`src/rtl/cache_fetch_arbiter_if.sv`:
```
// ============================================================================
// cache_fetch_arbiter_if : requester/fetcher bundle for cache_fetch_arbiter, rev 1.0
// ============================================================================
`default_nettype none

interface cache_fetch_arbiter_if #(
  parameter int NUM_REQ    = 4,
  parameter int NUM_WAYS   = 4,
  parameter int DATA_WIDTH = 32
);
  logic [NUM_REQ-1:0]          req_valid;
  logic [NUM_REQ*NUM_WAYS-1:0] req_way;
  logic [NUM_REQ-1:0]          req_ready;
  logic [NUM_REQ-1:0]          rsp_valid;
  logic [NUM_REQ-1:0]          rsp_ready;
  logic [DATA_WIDTH-1:0]       rsp_data;
  logic                        rsp_err;
  logic [NUM_WAYS-1:0]         fetch_target_way;
  logic [DATA_WIDTH-1:0]       fetch_data_out;

  modport slave (
    input  req_valid, req_way, rsp_ready, fetch_data_out,
    output req_ready, rsp_valid, rsp_data, rsp_err, fetch_target_way
  );

  modport master (
    output req_valid, req_way, rsp_ready, fetch_data_out,
    input  req_ready, rsp_valid, rsp_data, rsp_err, fetch_target_way
  );
endinterface

`default_nettype wire

```
`src/rtl/cache_fetch_arbiter.sv`:
```
// ============================================================================
// cache_fetch_arbiter : round-robin sharing of one cache data fetch port, rev 1.0
// ============================================================================
`default_nettype none

module cache_fetch_arbiter #(
  parameter int NUM_REQ    = 4,
  parameter int NUM_WAYS   = 4,
  parameter int DATA_WIDTH = 32
) (
  input  logic                 clk,
  input  logic                 rst_n,
  cache_fetch_arbiter_if.slave bus
);

  localparam int IDX_W = (NUM_REQ > 1) ? $clog2(NUM_REQ) : 1;

  localparam logic [1:0] S_IDLE  = 2'd0;
  localparam logic [1:0] S_FETCH = 2'd1;
  localparam logic [1:0] S_RESP  = 2'd2;

  logic [1:0]            state_q, state_d;
  logic [IDX_W-1:0]      ptr_q, ptr_d;
  logic [IDX_W-1:0]      grant_q, grant_d;
  logic [NUM_WAYS-1:0]   way_q, way_d;
  logic [DATA_WIDTH-1:0] data_q, data_d;
  logic                  err_q, err_d;

  logic                  pick_found;
  logic [IDX_W-1:0]      pick_idx;
  logic [NUM_WAYS-1:0]   pick_way;
  logic [NUM_WAYS-1:0]   way_arr [NUM_REQ];

  for (genvar gi = 0; gi < NUM_REQ; gi++) begin : g_unpack_way
    assign way_arr[gi] = bus.req_way[gi*NUM_WAYS +: NUM_WAYS];
  end

  // First valid requester at or after the pointer, wrapping past NUM_REQ-1.
  always_comb begin
    int         cand;
    logic [IDX_W-1:0] cand_idx;
    pick_found = 1'b0;
    pick_idx   = '0;
    cand       = 0;
    cand_idx   = '0;
    for (int k = 0; k < NUM_REQ; k++) begin
      cand     = (int'(ptr_q) + k) % NUM_REQ;
      cand_idx = IDX_W'(cand);
      if (!pick_found && bus.req_valid[cand_idx]) begin
        pick_found = 1'b1;
        pick_idx   = cand_idx;
      end
    end
    pick_way = way_arr[pick_idx];
  end

  always_comb begin
    state_d = state_q;
    ptr_d   = ptr_q;
    grant_d = grant_q;
    way_d   = way_q;
    data_d  = data_q;
    err_d   = err_q;
    case (state_q)
      S_IDLE: begin
        if (pick_found) begin
          grant_d = pick_idx;
          way_d   = pick_way;
          if ($onehot(pick_way)) begin
            state_d = S_FETCH;
          end else begin
            state_d = S_RESP;
            err_d   = 1'b1;
            data_d  = '0;
          end
        end
      end
      S_FETCH: begin
        data_d  = bus.fetch_data_out;
        err_d   = 1'b0;
        state_d = S_RESP;
      end
      S_RESP: begin
        if (bus.rsp_ready[grant_q]) begin
          state_d = S_IDLE;
          ptr_d   = (grant_q == IDX_W'(NUM_REQ - 1)) ? '0 : grant_q + IDX_W'(1);
        end
      end
      default: state_d = S_IDLE;
    endcase
  end

  always_ff @(posedge clk) begin
    if (!rst_n) begin
      state_q <= S_IDLE;
      ptr_q   <= '0;
      grant_q <= '0;
      way_q   <= '0;
      data_q  <= '0;
      err_q   <= 1'b0;
    end else begin
      state_q <= state_d;
      ptr_q   <= ptr_d;
      grant_q <= grant_d;
      way_q   <= way_d;
      data_q  <= data_d;
      err_q   <= err_d;
    end
  end

  always_comb begin
    bus.req_ready = '0;
    bus.rsp_valid = '0;
    for (int i = 0; i < NUM_REQ; i++) begin
      bus.req_ready[i] = (state_q == S_IDLE) && pick_found && (pick_idx == IDX_W'(i));
      bus.rsp_valid[i] = (state_q == S_RESP) && (grant_q == IDX_W'(i));
    end
  end

  assign bus.fetch_target_way = (state_q == S_FETCH) ? way_q : '0;
  assign bus.rsp_data         = data_q;
  assign bus.rsp_err          = err_q;

endmodule

`default_nettype wire

```
`src/flat_wrapper.sv`:
```
// flat-port wrapper written by rule: the top's interface ports become plain ports
module cache_fetch_arbiter_flat 
#(
  parameter int NUM_REQ    = 4,
  parameter int NUM_WAYS   = 4,
  parameter int DATA_WIDTH = 32
)
  (clk, rst_n, bus_req_valid, bus_req_way, bus_rsp_ready, bus_fetch_data_out, bus_req_ready, bus_rsp_valid, bus_rsp_data, bus_rsp_err, bus_fetch_target_way);
  cache_fetch_arbiter_if #(.NUM_REQ(NUM_REQ), .NUM_WAYS(NUM_WAYS), .DATA_WIDTH(DATA_WIDTH)) bus_i ();
  input  logic clk;
  input  logic rst_n;
  input wire logic [$bits(bus_i.req_valid)-1:0] bus_req_valid;
  input wire logic [$bits(bus_i.req_way)-1:0] bus_req_way;
  input wire logic [$bits(bus_i.rsp_ready)-1:0] bus_rsp_ready;
  input wire logic [$bits(bus_i.fetch_data_out)-1:0] bus_fetch_data_out;
  output wire logic [$bits(bus_i.req_ready)-1:0] bus_req_ready;
  output wire logic [$bits(bus_i.rsp_valid)-1:0] bus_rsp_valid;
  output wire logic [$bits(bus_i.rsp_data)-1:0] bus_rsp_data;
  output wire logic [$bits(bus_i.rsp_err)-1:0] bus_rsp_err;
  output wire logic [$bits(bus_i.fetch_target_way)-1:0] bus_fetch_target_way;
  assign bus_i.req_valid = bus_req_valid;
  assign bus_i.req_way = bus_req_way;
  assign bus_i.rsp_ready = bus_rsp_ready;
  assign bus_i.fetch_data_out = bus_fetch_data_out;
  assign bus_req_ready = bus_i.req_ready;
  assign bus_rsp_valid = bus_i.rsp_valid;
  assign bus_rsp_data = bus_i.rsp_data;
  assign bus_rsp_err = bus_i.rsp_err;
  assign bus_fetch_target_way = bus_i.fetch_target_way;
  cache_fetch_arbiter #(.NUM_REQ(NUM_REQ), .NUM_WAYS(NUM_WAYS), .DATA_WIDTH(DATA_WIDTH)) u_core (.clk(clk), .rst_n(rst_n), .bus(bus_i));
endmodule
```
`config.mk`:
```
export PLATFORM = sky130hd
export DESIGN_NAME = cache_fetch_arbiter_flat
export DESIGN_NICKNAME = d
export VERILOG_FILES = /design/src/rtl/cache_fetch_arbiter_if.sv /design/src/rtl/cache_fetch_arbiter.sv /design/src/flat_wrapper.sv
export SDC_FILE = /design/constraint.sdc
export NUM_CORES = 1
export LEC_CHECK = 0
export ABC_CLOCK_PERIOD_IN_PS = 6050
export BUFFER_PORTS_ARGS = -buffer_cell sky130_fd_sc_hd__buf_4
export CORE_ASPECT_RATIO = 1.5
export CORE_UTILIZATION = 48
export CTS_CLUSTER_SIZE = 12
export DETAILED_ROUTE_END_ITERATION = 7
export PLACE_DENSITY = 0.85
export SYNTH_ARGS = -nofsm -noshare
export SYNTH_HDL_FRONTEND = slang
export SYNTH_SLANG_ARGS = --single-unit
```
`constraint.sdc`:
```
create_clock -name clk -period 6.05 [get_ports clk]
set_clock_uncertainty 0.1 [all_clocks]
set_input_delay 0.605 -clock clk [delete_from_list [all_inputs] [get_ports clk]]
set_output_delay 0.605 -clock clk [all_outputs]
set_load 0.01 [all_outputs]
```
# Yosys cells after proc, flatten, opt, wreduce, memory -nomap -nowiden
# Cells that the tools add are included.
dict set report op_classes {
  add_sub_neg 7
  magnitude_cmp 6
  n_eq_ne 12
  n_mux 33
  bitwise_logic 1
  reduce_logical 23
}
# cell n
set op_table {}
lappend op_table {{$mux W32} 2}
lappend op_table {{$pmux W32 S2} 1}
lappend op_table {{$mux W2} 8}
lappend op_table {{$lt A2 B3 Y1 const B} 5}
lappend op_table {{$logic_and A1 B1 Y1} 12}
lappend op_table {{$mux W4} 3}
lappend op_table {{$mux W1} 11}
lappend op_table {{$bmux W1 S2} 5}
lappend op_table {{$eq A2 B2 Y1 const B} 5}
lappend op_table {{$bmux W4 S2} 1}
lappend op_table {{$eq A2 B1 Y1 const B} 3}
lappend op_table {{$logic_not A2 Y1} 3}
lappend op_table {{$pmux W2 S3} 1}
lappend op_table {{$reduce_and A2 Y1} 3}
lappend op_table {{$add A1 B1 Y2} 2}
lappend op_table {{$add A2 B1 Y2 const B} 2}
lappend op_table {{$add A2 B2 Y2 const B} 2}
lappend op_table {{$ne A2 B1 Y1 const B} 2}
lappend op_table {{$add A3 B3 Y3} 1}
lappend op_table {{$eq A3 B1 Y1 const B} 1}
lappend op_table {{$ge A3 B3 Y1 const B} 1}
lappend op_table {{$logic_not A1 Y1} 3}
lappend op_table {{$not A2 Y3} 1}
lappend op_table {{$reduce_and A3 Y1} 1}
lappend op_table {{other kinds (3)} 3}
dict set report totals {
  register_bits 43
  output_inout_bits 45
  word_cells 88
}

# Depth between registers and ports, before layout
# Gate-level depths: netlist (run 1).
dict set report logic_depth {
  ltp_word 22
  depth_mapped 14
}

# Least setup slack after synthesis (run 1)
# No wires, ideal clock.
dict set report synth_path {
  path_kind {input to register}
  startpoint {in bus_req_valid[2]}
  endpoint {reg u_core.data_q[17], in the netlist u_core.bus.rsp_data[17]}
  arrival_time_ns 3.072
  required_time_ns 5.822
  path_slack_ns 2.750
  path_stages 14
  n_path_buf 1
  path_cell_list {or2b_1 > a21oi_1 > nor2_4 > mux2i_1 > mux2i_1 > ha_1 > ha_1 > fa_1 > nor2_1 > nand3_1 > nand2_1 > buf_4 > a22oi_1 > nor2_1}
}
dict set report synth_via {
  elab_chain_cells 21
  elab_cells_between_ends 33
  classes_between {add/sub: 3; eq/ne: 3; mux: 19; bitwise: 1; reduce/logical: 7}
}
# element line
set synth_rtl {}
lappend synth_rtl {{start, declared} flat_wrapper.sv:12} ;# input wire logic [$bits(bus_i.req_valid)-1:0] bus_req_valid;
lappend synth_rtl {{$bmux W1 S2} cache_fetch_arbiter.sv:49} ;# if (!pick_found && bus.req_valid[cand_idx]) begin
lappend synth_rtl {{$mux W1 (not written as such)} cache_fetch_arbiter.sv:49}
lappend synth_rtl {{$mux W1} cache_fetch_arbiter.sv:49}
lappend synth_rtl {{$logic_not A1 Y1} cache_fetch_arbiter.sv:49}
lappend synth_rtl {{$logic_and A1 B1 Y1} cache_fetch_arbiter.sv:49}
lappend synth_rtl {{$mux W1} cache_fetch_arbiter.sv:49}
lappend synth_rtl {{$logic_not A1 Y1} cache_fetch_arbiter.sv:49}
lappend synth_rtl {{$logic_and A1 B1 Y1} cache_fetch_arbiter.sv:49}
lappend synth_rtl {{[... 5 more ...]} n/a}
lappend synth_rtl {{$bmux W4 S2 (*)} cache_fetch_arbiter.sv:54} ;# pick_way = way_arr[pick_idx];
lappend synth_rtl {{$mux W4 (not written as such) (*) (2 in series)} cache_fetch_arbiter.sv:54}
lappend synth_rtl {{net u_core.pick_way[3]} cache_fetch_arbiter.sv:31} ;# logic [NUM_WAYS-1:0] pick_way;
lappend synth_rtl {{$add A1 B1 Y2 (not written as such) (*)} cache_fetch_arbiter.sv:69} ;# if ($onehot(pick_way)) begin
lappend synth_rtl {{$add A3 B3 Y3 (not written as such) (*)} cache_fetch_arbiter.sv:69}
lappend synth_rtl {{$eq A3 B1 Y1 (*)} cache_fetch_arbiter.sv:69}
lappend synth_rtl {{$ne A2 B2 Y1 (no source line) (*)} n/a}
lappend synth_rtl {{$reduce_and A3 Y1 (no source line) (*)} n/a}
lappend synth_rtl {{end signal, assigned} cache_fetch_arbiter.sv:106} ;# data_q <= data_d;
lappend synth_rtl {{end, declared} cache_fetch_arbiter.sv:26} ;# logic [DATA_WIDTH-1:0] data_q, data_d;
# The timed path passes the listed nets; every way through them passes the cells marked *. The select of a mux whose other input is x is not followed.
# A chain may end at the register's enable or synchronous reset.

# Worst setup path in the final report (run 1)
dict set report layout_path {
  startpoint {reg u_core.ptr_q[1]}
  endpoint {reg u_core.data_q[24], in the netlist u_core.bus.rsp_data[24]}
}
dict set report layout_via {
  elab_chain_cells 21
  elab_cells_between_ends 36
  classes_between {add/sub: 6; eq/ne: 3; mux: 19; bitwise: 1; reduce/logical: 7}
}
# element line
set layout_rtl {}
lappend layout_rtl {{start, declared} cache_fetch_arbiter.sv:23} ;# logic [IDX_W-1:0] ptr_q, ptr_d;
lappend layout_rtl {{start signal, assigned} cache_fetch_arbiter.sv:103} ;# ptr_q <= ptr_d;
lappend layout_rtl {{parallel branches: the longest is 11 deep, another holds $add A2 B1 Y2} n/a}
lappend layout_rtl {{$mux W2 (*)} cache_fetch_arbiter.sv:49}
lappend layout_rtl {{$not A2 Y3 (not written as such) (*)} cache_fetch_arbiter.sv:54}
lappend layout_rtl {{$bmux W4 S2 (*)} cache_fetch_arbiter.sv:54}
lappend layout_rtl {{$mux W4 (not written as such) (*) (2 in series)} cache_fetch_arbiter.sv:54}
lappend layout_rtl {{net u_core.pick_way[3]} cache_fetch_arbiter.sv:31}
lappend layout_rtl {{$add A1 B1 Y2 (not written as such) (*)} cache_fetch_arbiter.sv:69}
lappend layout_rtl {{$add A3 B3 Y3 (not written as such) (*)} cache_fetch_arbiter.sv:69}
lappend layout_rtl {{$eq A3 B1 Y1 (*)} cache_fetch_arbiter.sv:69}
lappend layout_rtl {{$ne A2 B2 Y1 (no source line) (*)} n/a}
lappend layout_rtl {{$reduce_and A3 Y1 (no source line) (*)} n/a}
# Mark *: on every way through the listed nets, which the timed path passes. The select of a mux whose other input is x is not followed.

==> flow_summary.json, run 1 <==
{
  "status": "finished clean",
  "power_frac_seq": 0.385,
  "cts_buffers": 5,
  "timing.critical_path.cells": "mux2i_1 > o22ai_1 > nor2_4 > mux2i_1 > mux2i_1 > ha_1 > ha_1 > fa_1 > nor2_1 > nand3_1 > nand2_1 > a22oi_1 > nor2_1",
  "avgSynthCellArea_sq_um": 9.36,
  "cts_sinks": 43,
  "synthSimpleGateAreaFrac": 0.182,
  "path_max_fanout": 34,
  "tritoncts": "yes",
  "grtUsageMet1": 0.250,
  "cp_top_family": "simple AND/OR/NAND/NOR gates",
  "drc": 0,
  "synth.distinct_cells": 29,
  "worst_setup_path_start_kind": "flop",
  "power_uw": 954,
  "yosys.area.top_type_share": 0.453,
  "criticalPathCategory": "reg -> reg",
  "final.setup.tns_ps": 0,
  "slowest_stage": "nand2_1",
  "totalWireLength_mm": 4.52,
  "start_util": 0.511,
  "cpMostUsedCell": "mux2i_1",
  "cp-end-kind": "flop",
  "yosys-top-cells-count": "dfxtp_1 (43), nor2_1 (37), a22oi_1 (33), mux2i_1 (14), and2_1 (9)",
  "synth_top_family_by_area": "compound AO/OA/AOI/OAI gates",
  "p_per_area_nw_per_um2": 345,
  "grt-busiest-layer": "met2",
  "period_minus_slack_ps": 3960,
  "ctsHoldBuffers": 0,
  "antenna_left": 0,
  "drv_cap": 0,
  "synth_area_leaders": "dfxtp_1 (45%), a22oi_1 (13%), mux2i_1 (7.4%)",
  "synth_fp_nets": 269,
  "gp_congestion": 0.767,
  "postCtsSetupBuffers": 0,
  "synthArstFlopShare": 0,
  "cp.arrival_ps": 4000,
  "path_clk_slew_ps": 80,
  "post-route-period-util": 0.654,
  "grt_overflow": 0,
  "first_pass_iters": 4,
  "htree_levels": 2,
  "comb_power_share": 0.431,
  "cp.required_ps": 6090,
  "synth_compound_area_frac": 0.182,
  "met2_usage": 0.386,
  "drv_slew": 0,
  "die_area_sq_um": 4220,
  "synthAdderAreaFrac": 0.0566,
  "grt_pass1_vias": 1704,
  "cpPeakStageDelay_ps": 640,
  "fin_util": 0.744,
  "synth_ff_type": "dfxtp_1",
  "reg2reg_slack_ps": 2090,
  "drt_iter0_drc": 44,
  "via_per_inst": 5.42,
  "rsz0062_at_grt": "false",
  "antenna_found_initial": 0,
  "avgRoutedWirePerCell_um": 13.1,
  "rows": 27,
  "synthMuxAreaShare": 0.0856,
  "vdd_ir_drop_max_mv": 0.259,
  "synth_edf_count": 0,
  "power.switching_uw": 361,
  "synthesis.area_sq_um": 1900,
  "cts_max_path_buffers": 2,
  "clockRootBuffer": "clkbuf_8",
  "io_pins": 103,
  "synth_top_cell_by_area": "dfxtp_1",
  "drive_gt1_frac": 0.380,
  "syn-instance-count": 203,
  "hp-class": "reg -> reg",
  "cts_resized": 0,
  "grt_start_max_net_pins": 41,
  "fmax_mhz": 253,
  "tightest_slew_ps": 1190,
  "insertedDiodeCount": 0,
  "io_buffers": 102,
  "fin_nets": 368,
  "grt_pass1_wl_mm": 7.12,
  "power.internal_uw": 592,
  "path_buf_inv": 0,
  "grt.total_usage": 0.225,
  "die_w_um": 53.4,
  "areaGrowthSynthToFinish_pct": 45.4,
  "num_vias": 1875,
  "yosys_warnings": 0,
  "swShare": 0.379,
  "yosysMostFrequentCell": "dfxtp_1",
  "synth-xor-area-share": 0,
  "core_sq_um": 3720,
  "synth-seq-cells": 43,
  "insertion_delay_ps": 290,
  "p_leak_uw": 0.00125,
  "yosysSeqAreaShare": 0.453,
  "dp_hpwl_mm": 3.27,
  "grtUsageMet3": 0.0536,
  "finalHoldViolCount": 0,
  "clockPowerShare": 0.184,
  "die_height_um": 79.1,
  "relSlewSlack": 0.209,
  "setup_viol": 0,
  "hold_ws_ps": 372
}
## tightest hold or removal path, delay by kind of cell (launching register included)
kind / cells / cell delay, ps
flops: 1 / 320
compound gates: 1 / 50
simple gates: 1 / 50
## layout make-up
class,count,area [sq um]
multi-input cells,143,965
clock buffers,6,72.6
repair buffers,104,781
fillers,292,952
well taps,43,53.8
flip-flops and latches,43,861
clock inverters,2,12.5
inverters,5,18.8
## sequential cells by signal (all words and copies together), names as in the netlist
name / cells
u_core.way_q: 4
u_core.ptr_q: 2
u_core.bus.rsp_err: 1
u_core.bus.rsp_data: 32
u_core.grant_q: 2
u_core.state_q: 2
## per-stage QoR
| stage | instances | area, sq um | setup WS [ps] |
|---|---|---|---|
| 3_3_place_gp | 338 | 2680 | 1850 |
| 6_report | 346 | 2760 | 2090 |
| 4_1_cts | 346 | 2760 | 2050 |
| 3_5_place_dp | 338 | 2680 | 1820 |
| 5_1_grt | 346 | 2760 | 1720 |
| 2_1_floorplan | 203 | 1900 | 2750 |
## worst paths after layout
| kind | endpoint | cells past startpoint | startpoint |
|---|---|---|---|
| worst max register to register | u_core.bus.rsp_data[24]$_SDFFE_PN0P_ | 13 | u_core.ptr_q[1]$_SDFFE_PN0P_ |
| worst max-delay path | u_core.bus.rsp_data[24]$_SDFFE_PN0P_ | 13 | u_core.ptr_q[1]$_SDFFE_PN0P_ |
| worst min register to register | u_core.ptr_q[0]$_SDFFE_PN0P_ | 2 | u_core.ptr_q[0]$_SDFFE_PN0P_ |
| worst min-delay path | u_core.ptr_q[0]$_SDFFE_PN0P_ | 2 | u_core.ptr_q[0]$_SDFFE_PN0P_ |
## power groups by stage
stage / clock (uW) / combinational [uW] / sequential [uW]
after global routing: 190 / 459 / 374
after CTS: 181 / 417 / 367
after floorplan: 0 / 279 / 379
after global placement: 0 / 410 / 372
after detailed placement: 0 / 415 / 371
final: 175 / 411 / 367
## cell families (layout without fill, tap and decap cells)
kind of cell               Yosys count  in the layout
DFF                                 43             43
AOI/OAI and AO/OA                   48             48
and+or+nand+nor                     72             72
adders and majority gates            8              8
muxes                               15             15
buffers and inverters               17            117
## cell usage in the layout, fill, tap and decap left out, types with 2 or more instances in the layout
cell / instances
or3_1: 2
nor3_1: 3
clkbuf_8: 5
nor2_1: 36
nor2b_1: 2
and2_1: 9
nand2_1: 6
buf_4: 104
mux2i_1: 14
o221ai_1: 4
dfxtp_1: 43
nand3_1: 6
a22oi_1: 33
a21oi_1: 8
inv_1: 5
ha_1: 7
## routing by layer
metal,up-vias,wire length (um)
met4,0,74
li1,924,-
met2,81,2370
met3,6,364
met5,-,0
met1,864,1710
No activity file was read; power rests on OpenSTA's default activity.
==> run 2: changes to the inputs <==
--- a/config.mk
+++ b/config.mk
@@ -5,13 +5,13 @@
 export SDC_FILE = /design/constraint.sdc
 export NUM_CORES = 1
 export LEC_CHECK = 0
-export ABC_CLOCK_PERIOD_IN_PS = 6050
+export ABC_CLOCK_PERIOD_IN_PS = 3300
 export BUFFER_PORTS_ARGS = -buffer_cell sky130_fd_sc_hd__buf_4
 export CORE_ASPECT_RATIO = 1.5
-export CORE_UTILIZATION = 48
+export CORE_UTILIZATION = 40
 export CTS_CLUSTER_SIZE = 12
 export DETAILED_ROUTE_END_ITERATION = 7
-export PLACE_DENSITY = 0.85
+export PLACE_DENSITY = 0.76
 export SYNTH_ARGS = -nofsm -noshare
 export SYNTH_HDL_FRONTEND = slang
 export SYNTH_SLANG_ARGS = --single-unit
==> constraint.sdc (replaced) <==
create_clock -name clk -period 3.3 [get_ports clk]
set_clock_uncertainty 0.1 [all_clocks]
set_input_delay 0.33 -clock clk [delete_from_list [all_inputs] [get_ports clk]]
set_output_delay 0.33 -clock clk [all_outputs]
set_load 0.01 [all_outputs]
==> run 2 against run 1 <==
  * Power grew to 2.5 times the previous value
  * Global-route usage fell by 1.2 points
  * Sequential power grew 86%
  * Clock-buffer cell count is 1 lower
  * Non-clock buffer count is 14 higher
  * Largest cell class unchanged
  * Flip-flop and latch count did not move
  * Die area up 19%
  * Cell area increased by 15%
  * Maximum frequency grew 20%
  * Utilization down 4.4 points
==> flow_summary.json, run 2 (synthesized netlist as in run 1, its figures left out) <==
{
  "setup_viol": 0,
  "tightest_slew_ps": 1180,
  "via_per_inst": 5.15,
  "reg2reg_slack_ps": 10,
  "timing.rr.end": "u_core.bus.rsp_data[21]$_SDFFE_PN0P_",
  "fin_util": 0.699,
  "period_minus_slack_ps": 3290,
  "drc": 0,
  "r2r_cells": 15,
  "htree_levels": 2,
  "io_pins": 103,
  "r2r-start": "u_core.ptr_q[1]$_SDFFE_PN0P_",
  "vdd_ir_drop_max_mv": 0.453,
  "drv_cap": 0,
  "path_max_fanout": 7,
  "dp_hpwl_mm": 3.65,
  "p_leak_uw": 0.00137,
  "rows": 30,
  "hold_start": "bus_fetch_data_out[8]",
  "path_clk_slew_ps": 80,
  "drv_slew": 0,
  "die_w_um": 58.3,
  "rsz0062_at_grt": "true",
  "clockRootBuffer": "clkbuf_8",
  "cts_buffers": 5,
  "post-route-period-util": 0.996,
  "n_fill_cell": 354,
  "insertion_delay_ps": 300,
  "stdcell_area_sq_um": 3180,
  "largest_reg_flops": 32,
  "hold_path_depth": 3,
  "finalHoldViolCount": 0,
  "final.setup.tns_ps": 0,
  "hold_ws_ps": 168,
  "start_util": 0.418,
  "grt_overflow": 0,
  "cts_sinks": 43,
  "cp-end-kind": "flop",
  "grt_start_max_net_pins": 40,
  "placed_cell_area_sq_um": 2750,
  "layout_commonest_cell": "buf_4",
  "ff_latch_area_sq_um": 862,
  "io_buffers": 102,
  "grt_pass1_vias": 1907,
  "cp.required_ps": 3380,
  "grt_pass1_wl_mm": 8.23,
  "fin_nets": 383,
  "avgRoutedWirePerCell_um": 14.3,
  "cts_max_path_buffers": 2,
  "cp.arrival_ps": 3360,
  "multi_input_area_sq_um": 1140,
  "tritoncts": "yes",
  "whs_endpoint": "u_core.bus.rsp_data[8]$_SDFFE_PN0P_",
  "relSlewSlack": 0.215,
  "drt_iter0_drc": 29,
  "worst_setup_path_start_kind": "flop",
  "hp-class": "in -> reg",
  "status": "finished clean",
  "criticalPathCategory": "reg -> reg",
  "totalWireLength_mm": 5.46,
  "gp_congestion": 0.743,
  "cp-startpoint": "u_core.ptr_q[1]$_SDFFE_PN0P_",
  "insertedDiodeCount": 0,
  "layout_common_cells": "buf_4 (111), dfxtp_1 (42), nor2_1 (36)",
  "die_area_sq_um": 5040,
  "areaGrowthSynthToFinish_pct": 67.1,
  "fmax_mhz": 304,
  "first_pass_iters": 4,
  "core_sq_um": 4540,
  "num_vias": 1963,
  "grt.total_usage": 0.213,
  "drive_gt1_frac": 0.521,
  "p_per_area_nw_per_um2": 752,
  "antenna_found_initial": 0,
  "die_height_um": 86.4,
  "antenna_left": 0
}
[run 2: cell types whose count changed in the layout (fill, tap and decap cells not counted), moves of 2 or more]
cell	before	now
a22oi_1	33	6
a22oi_2	0	27
buf_4	104	111
buf_6	0	3
clkbuf_16	0	2
mux2i_1	14	11
mux2i_2	0	3
[run 2: how the worst max path moves through the flow]
stage	endpoint	slack, ps	cells past startpoint
final	u_core.bus.rsp_data[21]$_SDFFE_PN0P_	10	15
after global routing	u_core.bus.rsp_data[20]$_SDFFE_PN0P_	-150	15
after CTS	u_core.bus.rsp_data[6]$_SDFFE_PN0P_	20	15
after detailed placement	u_core.bus.rsp_data[7]$_SDFFE_PN0P_	-70	15
after global placement	u_core.bus.rsp_data[31]$_SDFFE_PN0P_	20	15
after floorplan	u_core.bus.rsp_data[17]$_SDFFE_PN0P_	200	14
[run 2: area by class of cell]
class	count	area share
inverter	5	0.00591
timing repair buffer	118	0.304
tap	64	0.0252
multi-input combinational	144	0.360
sequential	43	0.271
clock buffer	5	0.0217
clock inverter	2	0.0118
[run 2: critical path: stages (launching register included)]
cell and delay, ps:
dfxtp_2 350, mux2i_1 210, o22ai_2 160, nor2_4 240
mux2i_2 280, mux2i_1 120, ha_1 310, ha_2 190
fa_1 480, nor2_1 50, nand3_1 100, nand2_2 80
buf_6 140, clkbuf_16 160, a22oi_2 130, nor2_1 60
[run 2: repair_timing]
item                                    4_1_cts  5_1_grt
cloned                                        2        2
setup buffers                                 5        2
pin swaps                                     4       12
gates resized for setup                       5       36
hold buffers                                  0        0
endpoints found under the setup margin       22       35
[run 2: metrics by stage]
step / total power [uW] / std cells / setup WS (ps)
finish: 2390 / 381 / 14.0
global route: 2520 / 381 / -153
CTS: 2090 / 377 / 18.6
detailed placement: 1530 / 363 / -72.8
global placement: 1520 / 363 / 16.7
floorplan: 1210 / 203 / 197
[run 2: metal layers]
layer / global-route usage / share of wire / vias up
met2: 0.363 / 0.54 / 74
li1: - / - / 955
met4: 0.110 / 0.023 / 0
met1: 0.224 / 0.37 / 921
met5: 0 / 0 / -
met3: 0.0791 / 0.075 / 13
[run 2: power by group]
group	internal [uW]	leakage, uW	switching (uW)
combinational	695	0.000974	611
clock	221	0.0000502	179
sequential	611	0.000349	70.8
